$ cat config.mk
export PLATFORM = sky130hd
export DESIGN_NAME = ifetch_lineq
export DESIGN_NICKNAME = d
export VERILOG_FILES = /design/src/rtl/ifetch_lineq.sv
export SDC_FILE = /design/constraint.sdc
export NUM_CORES = 1
export LEC_CHECK = 0
export ABC_CLOCK_PERIOD_IN_PS = 13300
export CAP_MARGIN = 20
export CORE_UTILIZATION = 45
export CTS_BUF_LIST = sky130_fd_sc_hd__clkbuf_16
export DETAILED_ROUTE_END_ITERATION = 8
export GPL_TIMING_DRIVEN = 0
export PLACE_DENSITY = 0.67
export SYNTH_ARGS = -nofsm -noshare
export SYNTH_HDL_FRONTEND = slang
export SYNTH_SLANG_ARGS = --single-unit
$ cat constraint.sdc
create_clock -name clk -period 13.3 [get_ports clk]
set_input_delay 1.33 -clock clk [delete_from_list [all_inputs] [get_ports clk]]
set_output_delay 1.33 -clock clk [all_outputs]
set_load 0.05 [all_outputs]
$ cat src/rtl/ifetch_lineq.sv
// Instruction fetch front end: prefetches 64-bit lines into a two-entry line
// queue and presents one aligned RV32/RVC instruction per cycle to decode.
module ifetch_lineq #(
    parameter logic [31:0] RESET_PC = 32'h0000_0000,
    parameter int          QDEPTH   = 2
) (
    input  logic        clk,
    input  logic        rst_n,
    input  logic        redirect,
    input  logic [31:0] redirect_pc,
    input  logic        dec_ready,
    input  logic        lr_isram_cs,
    output logic        isram_cs,
    output logic [28:0] isram_addr,
    input  logic [63:0] isram_rdata,
    output logic        fe_valid,
    output logic [31:0] fe_pc,
    output logic [31:0] fe_instr,
    output logic        fe_isrv16
);

    localparam logic [2:0] QD = 3'(QDEPTH);

    logic [31:0] pc_q, pc_d;
    logic [28:0] req_line_q, req_line_d;
    logic [63:0] dat0_q, dat0_d, dat1_q, dat1_d;
    logic [28:0] lad0_q, lad0_d, lad1_q, lad1_d;
    logic [1:0]  cnt_q, cnt_d;
    logic        inflight_q, inflight_d;
    logic        kill_q, kill_d;
    logic [28:0] fly_line_q, fly_line_d;

    logic [1:0]  off;
    logic [31:0] ext;
    logic        need_hi;
    logic        consume;
    logic        pop;
    logic        push;
    logic [31:0] pc_step;
    logic [2:0]  occ;

    assign off     = pc_q[2:1];
    assign occ     = {1'b0, cnt_q} + {2'b00, inflight_q};
    assign need_hi = (off == 2'd3) && (dat0_q[49:48] == 2'b11);

    // Pick the 32-bit window at the current halfword; offset 3 straddles into the second line.
    always_comb begin
        ext = dat0_q[31:0];
        case (off)
            2'd0:    ext = dat0_q[31:0];
            2'd1:    ext = dat0_q[47:16];
            2'd2:    ext = dat0_q[63:32];
            default: ext = {dat1_q[15:0], dat0_q[63:48]};
        endcase
    end

    // A straddling 32-bit instruction waits for its upper half; nothing is shown while redirecting.
    assign fe_valid  = !redirect && (cnt_q != 2'd0) && (!need_hi || cnt_q == 2'd2);
    assign fe_instr  = fe_valid ? ext : 32'h0;
    assign fe_isrv16 = fe_valid && (ext[1:0] != 2'b11);
    assign fe_pc     = pc_q;

    // Never let queued plus outstanding lines exceed the queue, so a response always has a slot.
    assign isram_cs   = rst_n && !lr_isram_cs && !redirect && (occ < QD);
    assign isram_addr = req_line_q;

    assign consume = fe_valid && dec_ready;
    assign pc_step = pc_q + (fe_isrv16 ? 32'd2 : 32'd4);
    assign pop     = consume && (pc_step[31:3] != lad0_q);
    assign push    = inflight_q && !kill_q && !redirect;

    // Next state: redirect flushes everything; otherwise consume/pop then append the returning line.
    always_comb begin
        pc_d       = pc_q;
        req_line_d = req_line_q;
        dat0_d     = dat0_q;
        dat1_d     = dat1_q;
        lad0_d     = lad0_q;
        lad1_d     = lad1_q;
        cnt_d      = cnt_q;
        inflight_d = isram_cs;
        kill_d     = 1'b0;
        fly_line_d = fly_line_q;
        if (isram_cs) begin
            req_line_d = req_line_q + 29'd1;
            fly_line_d = req_line_q;
        end
        if (redirect) begin
            pc_d       = redirect_pc & ~32'h1;
            req_line_d = redirect_pc[31:3];
            cnt_d      = 2'd0;
            kill_d     = inflight_q;
        end else begin
            if (consume) pc_d = pc_step;
            if (pop) begin
                dat0_d = dat1_q;
                lad0_d = lad1_q;
                cnt_d  = cnt_q - 2'd1;
            end
            if (push) begin
                if (cnt_d == 2'd0) begin
                    dat0_d = isram_rdata;
                    lad0_d = fly_line_q;
                end else begin
                    dat1_d = isram_rdata;
                    lad1_d = fly_line_q;
                end
                cnt_d = cnt_d + 2'd1;
            end
        end
    end

    // State registers; reset drops all buffered and outstanding lines.
    always_ff @(posedge clk or negedge rst_n) begin
        if (!rst_n) begin
            pc_q       <= RESET_PC;
            req_line_q <= RESET_PC[31:3];
            dat0_q     <= 64'h0;
            dat1_q     <= 64'h0;
            lad0_q     <= 29'h0;
            lad1_q     <= 29'h0;
            cnt_q      <= 2'd0;
            inflight_q <= 1'b0;
            kill_q     <= 1'b0;
            fly_line_q <= 29'h0;
        end else begin
            pc_q       <= pc_d;
            req_line_q <= req_line_d;
            dat0_q     <= dat0_d;
            dat1_q     <= dat1_d;
            lad0_q     <= lad0_d;
            lad1_q     <= lad1_d;
            cnt_q      <= cnt_d;
            inflight_q <= inflight_d;
            kill_q     <= kill_d;
            fly_line_q <= fly_line_d;
        end
    end

endmodule
==> run_results.csv <==
group,metric,value,unit
sta,max_slew_margin,0.336,
global_routing,gr-usage-all-layers,0.286,
critical_path,critPathCaptureType,"register",
sta,worst_slew_pin_slew,0.995,ns
logic_synthesis,yosys-top-cells-area,"dfrtp_1 47%, mux2_2 7.3%, a2bb2oi_2 7.1%, nand2_1 6.6%, mux4_2 4.2%",
global_routing,grt_start_max_net_pins,115,
power_and_ir_drop,cellPowerDensity,177,nW/um2
clocking,htree_levels,1,
critical_path,worstSetupStartpointType,"register",
route,drtAntennaViolNets,0,
logic_synthesis,ys_seq_area_frac,0.470,
global_routing,grt_overflow_total,0,
route,drc,0,
critical_path,crit_arrival,9.85,ns
clocking,cts_tree,"yes",
sta,fmax,106,MHz
logic_synthesis,synthCells,1384,
logic_synthesis,yosys_warnings,0,
critical_path,path_class,"register to register",
sta,rsz0062_at_grt,"false",
route,via_per_inst,5.89,
critical_path,required,13.75,ns
logic_synthesis,synth-seq-cells,279,
global_routing,grt_pass1_wl,72.7,mm
placement,gp_congestion,0.916,
logic_synthesis,synth_top_area_cell,"dfrtp_1",
critical_path,r2r-start,"fe_pc[1]$_DFFE_PN0N_",
finish,layout-drive-gt1-share,0.166,
placement,place.detailed.hpwl,34.7,mm
sta,drv_slew,0,
power_and_ir_drop,p_total,3.24,mW
logic_synthesis,synth-async-reset-ratio,1.00,
finish,nets,1720,
finish,final_cell_count_no_fill,2074,
logic_synthesis,synth_top_area_frac,0.470,
hold_path,hold_path_class,"register to register",
clocking,cts_hold_buf,0,
floorplan,die_w,184,um
finish,area_growth,22.9,%
hold_path,hp-start,"fly_line_q[25]$_DFFE_PN0P_",
sta,final_hold_viol_count,0,
clocking,cts_buffer_depth,3,
route,drtPass1Iterations,5,
route,wl_per_cell,23.2,um
critical_path,cp-startpoint,"fe_pc[1]$_DFFE_PN0N_",
sta,layout_min_cycle_time,9.41,ns
clocking,clkLatencyLatePin,0.58,ns
clocking,cts_buffers,31,
floorplan,num_rows,66,
run_status,outcome,"complete, no violations",
route,dr.first_iter.drc_count,1141,
floorplan,core_area,32500,um2
logic_synthesis,synth.avg_cell_area,10.7,um2
clocking,cts.sinks,279,
sta,setup_viol,0,
logic_synthesis,ys.flop_type,"dfrtp_1",
sta,fin_hold_ws,0.496,ns
floorplan,die_height,184,um
clocking,clk_pin_slew,0.06,ns
power_and_ir_drop,peakVddDrop,0.122,mV
clocking,cts_resized,0,
placement,dpl.cell_count,2021,
floorplan,io_pins,197,
global_routing,grt_pass1_vias,12000,
sta,clock-skew-final,0.0195,ns
critical_path,reg2reg_slack,3.89,ns
logic_synthesis,synth_edf_count,0,
floorplan,die-area,33800,um2
clocking,cts_root_buf,"clkbuf_16",
critical_path,cp_max_fo,10,
floorplan,initial_core_util,0.457,
power_and_ir_drop,p_leak,7.69,nW
route,finalWirelength,48.0,mm
logic_synthesis,syn_nets,1492,
global_routing,grt_antenna_before_repair,2,
placement,io_buffer_count,193,
logic_synthesis,yosysUniqueCellTypes,73,
run,drv_cap,0,
logic_synthesis,synth_area,14900,um2
route,via_count,12200,
sta,finalCritPeriodShare,0.707,
clocking,cts_setup_buffers,0,
[synthesized netlist by cell type (7+ instances only)]
library cell	n
a2bb2oi_1	23
nor2_1	33
nand2_1	261
and3_1	18
a21oi_1	27
a2bb2oi_2	70
o211ai_1	7
dfrtp_1	279
xor2_1	10
a31oi_1	13
and2_1	35
nand3_1	25
o21ai_0	115
buf_1	10
o21ai_1	38
buf_12	8
nor3_1	11
mux2i_1	7
xnor2_1	33
inv_1	15
mux2_2	97
o311ai_0	26
mux4_2	28
clkbuf_1	75
o211a_1	11
nand4_1	14
[layout make-up]
cell class | count | area [um2]
flip-flops and latches | 279 | 6980
diodes | 2 | 5.00
fillers | 2869 | 14300
multi-input cells | 982 | 7240
well taps | 442 | 553
plain buffers | 107 | 589
clock buffers | 31 | 776
inverters | 16 | 60.1
repair buffers | 195 | 1990
clock inverters | 20 | 82.6
[metrics by stage]
step	area [um2]	setup slack [ns]	setup TNS, ns	util
final	18300	3.89	0	0.562
after global routing	18300	3.30	0	0.562
after CTS	18300	3.97	0	0.562
after detailed placement	17400	3.95	0	0.535
after global placement	17400	-1.85	-364.95	0.533
after floorplan	14900	5.86	0	-
[registers in the layout, summed over array words and instances, names as in the netlist]
register / count
dat0_q: 64
dat1_q: 64
fe_pc: 31
fly_line_q: 29
isram_addr: 29
lad0_q: 29
lad1_q: 29
cnt_q: 2
inflight_q: 1
kill_q: 1
[where the power goes]
part	internal, mW	switching (mW)
Sequential	1.14	0.287
Clock	0.414	0.348
Combinational	0.553	0.492
[cell usage in the layout, fill, tap and decap left out, drive strengths merged, types with 4 or more instances in the layout]
| master | netlist | final |
|---|---|---|
| a21oi | 27 | 27 |
| a222oi | 4 | 4 |
| a2bb2oi | 93 | 93 |
| a31oi | 13 | 13 |
| and2 | 38 | 38 |
| and3 | 19 | 19 |
| and4 | 5 | 5 |
| buf | 31 | 34 |
| clkbuf | 76 | 107 |
| clkdlybuf4s50 | 0 | 192 |
| clkinv | 0 | 8 |
| dfrtp | 279 | 279 |
| ha | 6 | 6 |
| inv | 16 | 28 |
| mux2 | 97 | 97 |
| mux2i | 7 | 7 |
| mux4 | 28 | 28 |
| nand2 | 262 | 262 |
| nand2b | 6 | 6 |
| nand3 | 26 | 26 |
| nand4 | 15 | 15 |
| nor2 | 34 | 34 |
| nor3 | 13 | 13 |
| nor4 | 5 | 5 |
| o211a | 11 | 11 |
| o211ai | 7 | 7 |
| o21ai | 153 | 153 |
| o311ai | 26 | 26 |
| xnor2 | 33 | 33 |
| xor2 | 10 | 10 |
[path summary, 6_finish.rpt]
check | end | cells past startpoint
min | fly_line_q[25]$_DFFE_PN0P_ | 2
max | dat1_q[61]$_DFFE_PN0P_ | 26
max reg2reg | dat1_q[61]$_DFFE_PN0P_ | 26
min reg2reg | fly_line_q[25]$_DFFE_PN0P_ | 2
min in group asynchronous | dat1_q[59]$_DFFE_PN0P_ | 1
max in group asynchronous | fe_pc[13]$_DFFE_PN0N_ | 2
[metal layers]
| metal | wire length, um | vias to the layer above | global-route usage |
|---|---|---|---|
| met2 | 21600 | 504 | 0.433 |
| met5 | 0 | - | 0 |
| li1 | - | 5470 | - |
| met1 | 21600 | 6148 | 0.419 |
| met3 | 3140 | 87 | 0.0380 |
| met4 | 1620 | 0 | 0.103 |
[worst max-delay path, cell delays in order (launching register included)]
cell and delay [ns]:
dfrtp_1 0.50, clkbuf_1 0.68, buf_1 0.74, clkbuf_1 0.44, nor2_1 0.10, a21oi_1 0.16, o21ai_0 0.26, inv_1 0.27
ha_1 0.23, inv_1 0.06, fa_1 0.48, nand4b_2 0.41, nor4_2 0.68, and3_2 0.33, xnor2_1 0.08, nor4_1 0.47
nand4_1 0.23, o21a_1 0.23, buf_6 0.14, buf_6 0.15, buf_6 0.15, xnor2_1 0.13, ha_1 0.21, nor3_1 0.39
clkbuf_1 0.59, clkbuf_1 0.69, mux2_2 0.42
[cell families (layout without fill, tap and decap cells)]
family / Yosys count / count (layout) / synth area share
buf+inv: 123 / 369 / 0.0437
fa+ha+maj: 7 / 7 / 0.00640
compound gates: 360 / 360 / 0.195
flops: 279 / 279 / 0.470
mux: 132 / 132 / 0.121
xor+xnor: 44 / 44 / 0.0268
other cells: 1 / 3 / 0.000252
simple gates: 438 / 438 / 0.138
Note: power is estimated with default switching activity, not from simulation.
==> RTL change, RTL diff (same settings) <==
`dat0_q` no longer has a reset.
--- a/src/rtl/ifetch_lineq.sv
+++ b/src/rtl/ifetch_lineq.sv
@@ -116,5 +116,4 @@
             pc_q       <= RESET_PC;
             req_line_q <= RESET_PC[31:3];
-            dat0_q     <= 64'h0;
             dat1_q     <= 64'h0;
             lad0_q     <= 29'h0;
@@ -127,5 +126,4 @@
             pc_q       <= pc_d;
             req_line_q <= req_line_d;
-            dat0_q     <= dat0_d;
             dat1_q     <= dat1_d;
             lad0_q     <= lad0_d;
@@ -138,3 +136,7 @@
     end
 
+    always_ff @(posedge clk) begin
+        dat0_q <= dat0_d;
+    end
+
 endmodule
Function: no difference found for any inputs over 4 cycles, from zero or initial values and one cycle with rst_n low; that may be too few to reach the edited logic, so the function may still have changed.
==> RTL change against the original RTL <==
- first-iteration DRC count decreased by 6.0%
- area after synthesis increased by 0.19%
- routed wire length increased by 1.3%
- setup slack got worse by 0.37 ns
- total power decreased by 11%
- global-route usage increased by 0.70 points
- via count increased by 1.7%
- design area increased by 0.44%
- clock skew decreased by 0.010 ns
- sequential cell count unchanged
- register-to-register slack got worse by 0.12 ns
- critical path type is now in -> reg
- critical endpoint is now dat0_q[29]$_DFFE_PN_
- highest routed layer unchanged
==> RTL change: results (changes against the original RTL) <==
skew_ns: 0.009570  # was 0.01954 ns
synth_nets: 1517  # was 1,492
placed_area_um2: 17460  # was 17,410 um2
cp_data_arrival_time_ns: 10.18  # was 9.85 ns
gr-usage-all-layers_pct: 29.31  # was 28.61%
slowest_stage: "nor4_1"  # was buf_1
status: "finished, final reports clean"  # unchanged
fill_cells: 2835  # was 2,869
async_flop_share_pct: 77.06  # was 100.0%
rr_worst_depth: 29  # was 26
numCtsBuffers: 29  # was 31
grt_max_degree: 95  # was 115
synth_edf_count: 64  # was 0
final_nets: 1744  # was 1,720
place.gp.congestion: 0.9181  # was 0.9160
grt_antenna_before_repair: 0  # was 2
tightest_slew_ns: 0.9995  # was 0.9955 ns
grt_pass1_wl_um: 74580  # was 72,710 um
diodes: 0  # was 2
drt_first_iter_violations: 1072  # was 1,141
io_buffers: 194  # was 193
leakagePower_nw: 7.953  # was 7.691 nW
clock_latency_ns: 0.56  # was 0.58 ns
via_per_inst: 5.911  # was 5.887
grt_pass1_vias: 12230  # was 12,050
==> RTL change: kinds of logic after synthesis <==
family          after synthesis  synth area share, %
simple gates                472                14.95
flops                       279                49.02
compound gates              264                10.88
mux                         224                18.20
buf+inv                     120                3.721
xor+xnor                     42                2.562
fa+ha+maj                     7               0.6384
other cells                   1              0.02518
==> RTL change: final cells by class <==
type / instances / share of cell area, %
Timing Repair Buffer: 196 / 10.91
Sequential cell: 279 / 39.78
Clock buffer: 29 / 3.954
Clock inverter: 25 / 0.9475
Inverter: 18 / 0.3954
Tap cell: 442 / 3.013
Buffer: 102 / 2.652
Multi-Input combinational cell: 1010 / 38.35
==> RTL change: final timing paths <==
check                                                 from                    endpoint  slack, ns
worst min register to register  fly_line_q[17]$_DFFE_PN0P_  fly_line_q[17]$_DFFE_PN0P_       0.50
min in group asynchronous                            rst_n       fe_pc[23]$_DFFE_PN0N_       0.64
worst max register to register        fe_pc[1]$_DFFE_PN0N_        dat0_q[29]$_DFFE_PN_       3.77
max in group asynchronous                            rst_n      dat1_q[24]$_DFFE_PN0P_      11.84
worst min-delay path            fly_line_q[17]$_DFFE_PN0P_  fly_line_q[17]$_DFFE_PN0P_       0.50
worst max-delay path                              redirect        dat0_q[29]$_DFFE_PN_       3.52
==> RTL change: through the flow <==
stage / power (mW) / worst slack [ns] / hold slack [ns] / cells / util [%]
final: 2.893 / 3.524 / 0.4996 / 2101 / 56.41
after global routing: 3.022 / 3.036 / 0.5136 / 2101 / 56.41
after CTS: 2.897 / 3.682 / 0.4999 / 2101 / 56.41
after detailed placement: 2.112 / 3.099 / 0.4875 / 2047 / 53.65
after global placement: 2.085 / -0.4915 / 0.4817 / 2045 / 53.45
after floorplan: 1.807 / 6.019 / 0.4621 / 1409 / -
==> RTL change: tightest hold or removal path, stage by stage (launching register included) <==
cell and delay [ns]:
dfrtp_1 0.36, nand2_1 0.05, nand2_1 0.06
==> RTL change: where the power goes <==
| part | internal [mW] | switching (mW) |
|---|---|---|
| registers | 1.11 | 0.203 |
| logic | 0.369 | 0.422 |
| clock network | 0.435 | 0.352 |
==> RTL change: metal layers <==
| layer | vias up | share of wire, % | track usage (%) |
|---|---|---|---|
| met1 | 6198 | 43 | 41.26 |
| met5 | - | 0 | 0 |
| met2 | 555 | 46 | 46.67 |
| met4 | 0 | 3.0 | 8.867 |
| met3 | 90 | 7.9 | 4.457 |
| li1 | 5577 | - | - |
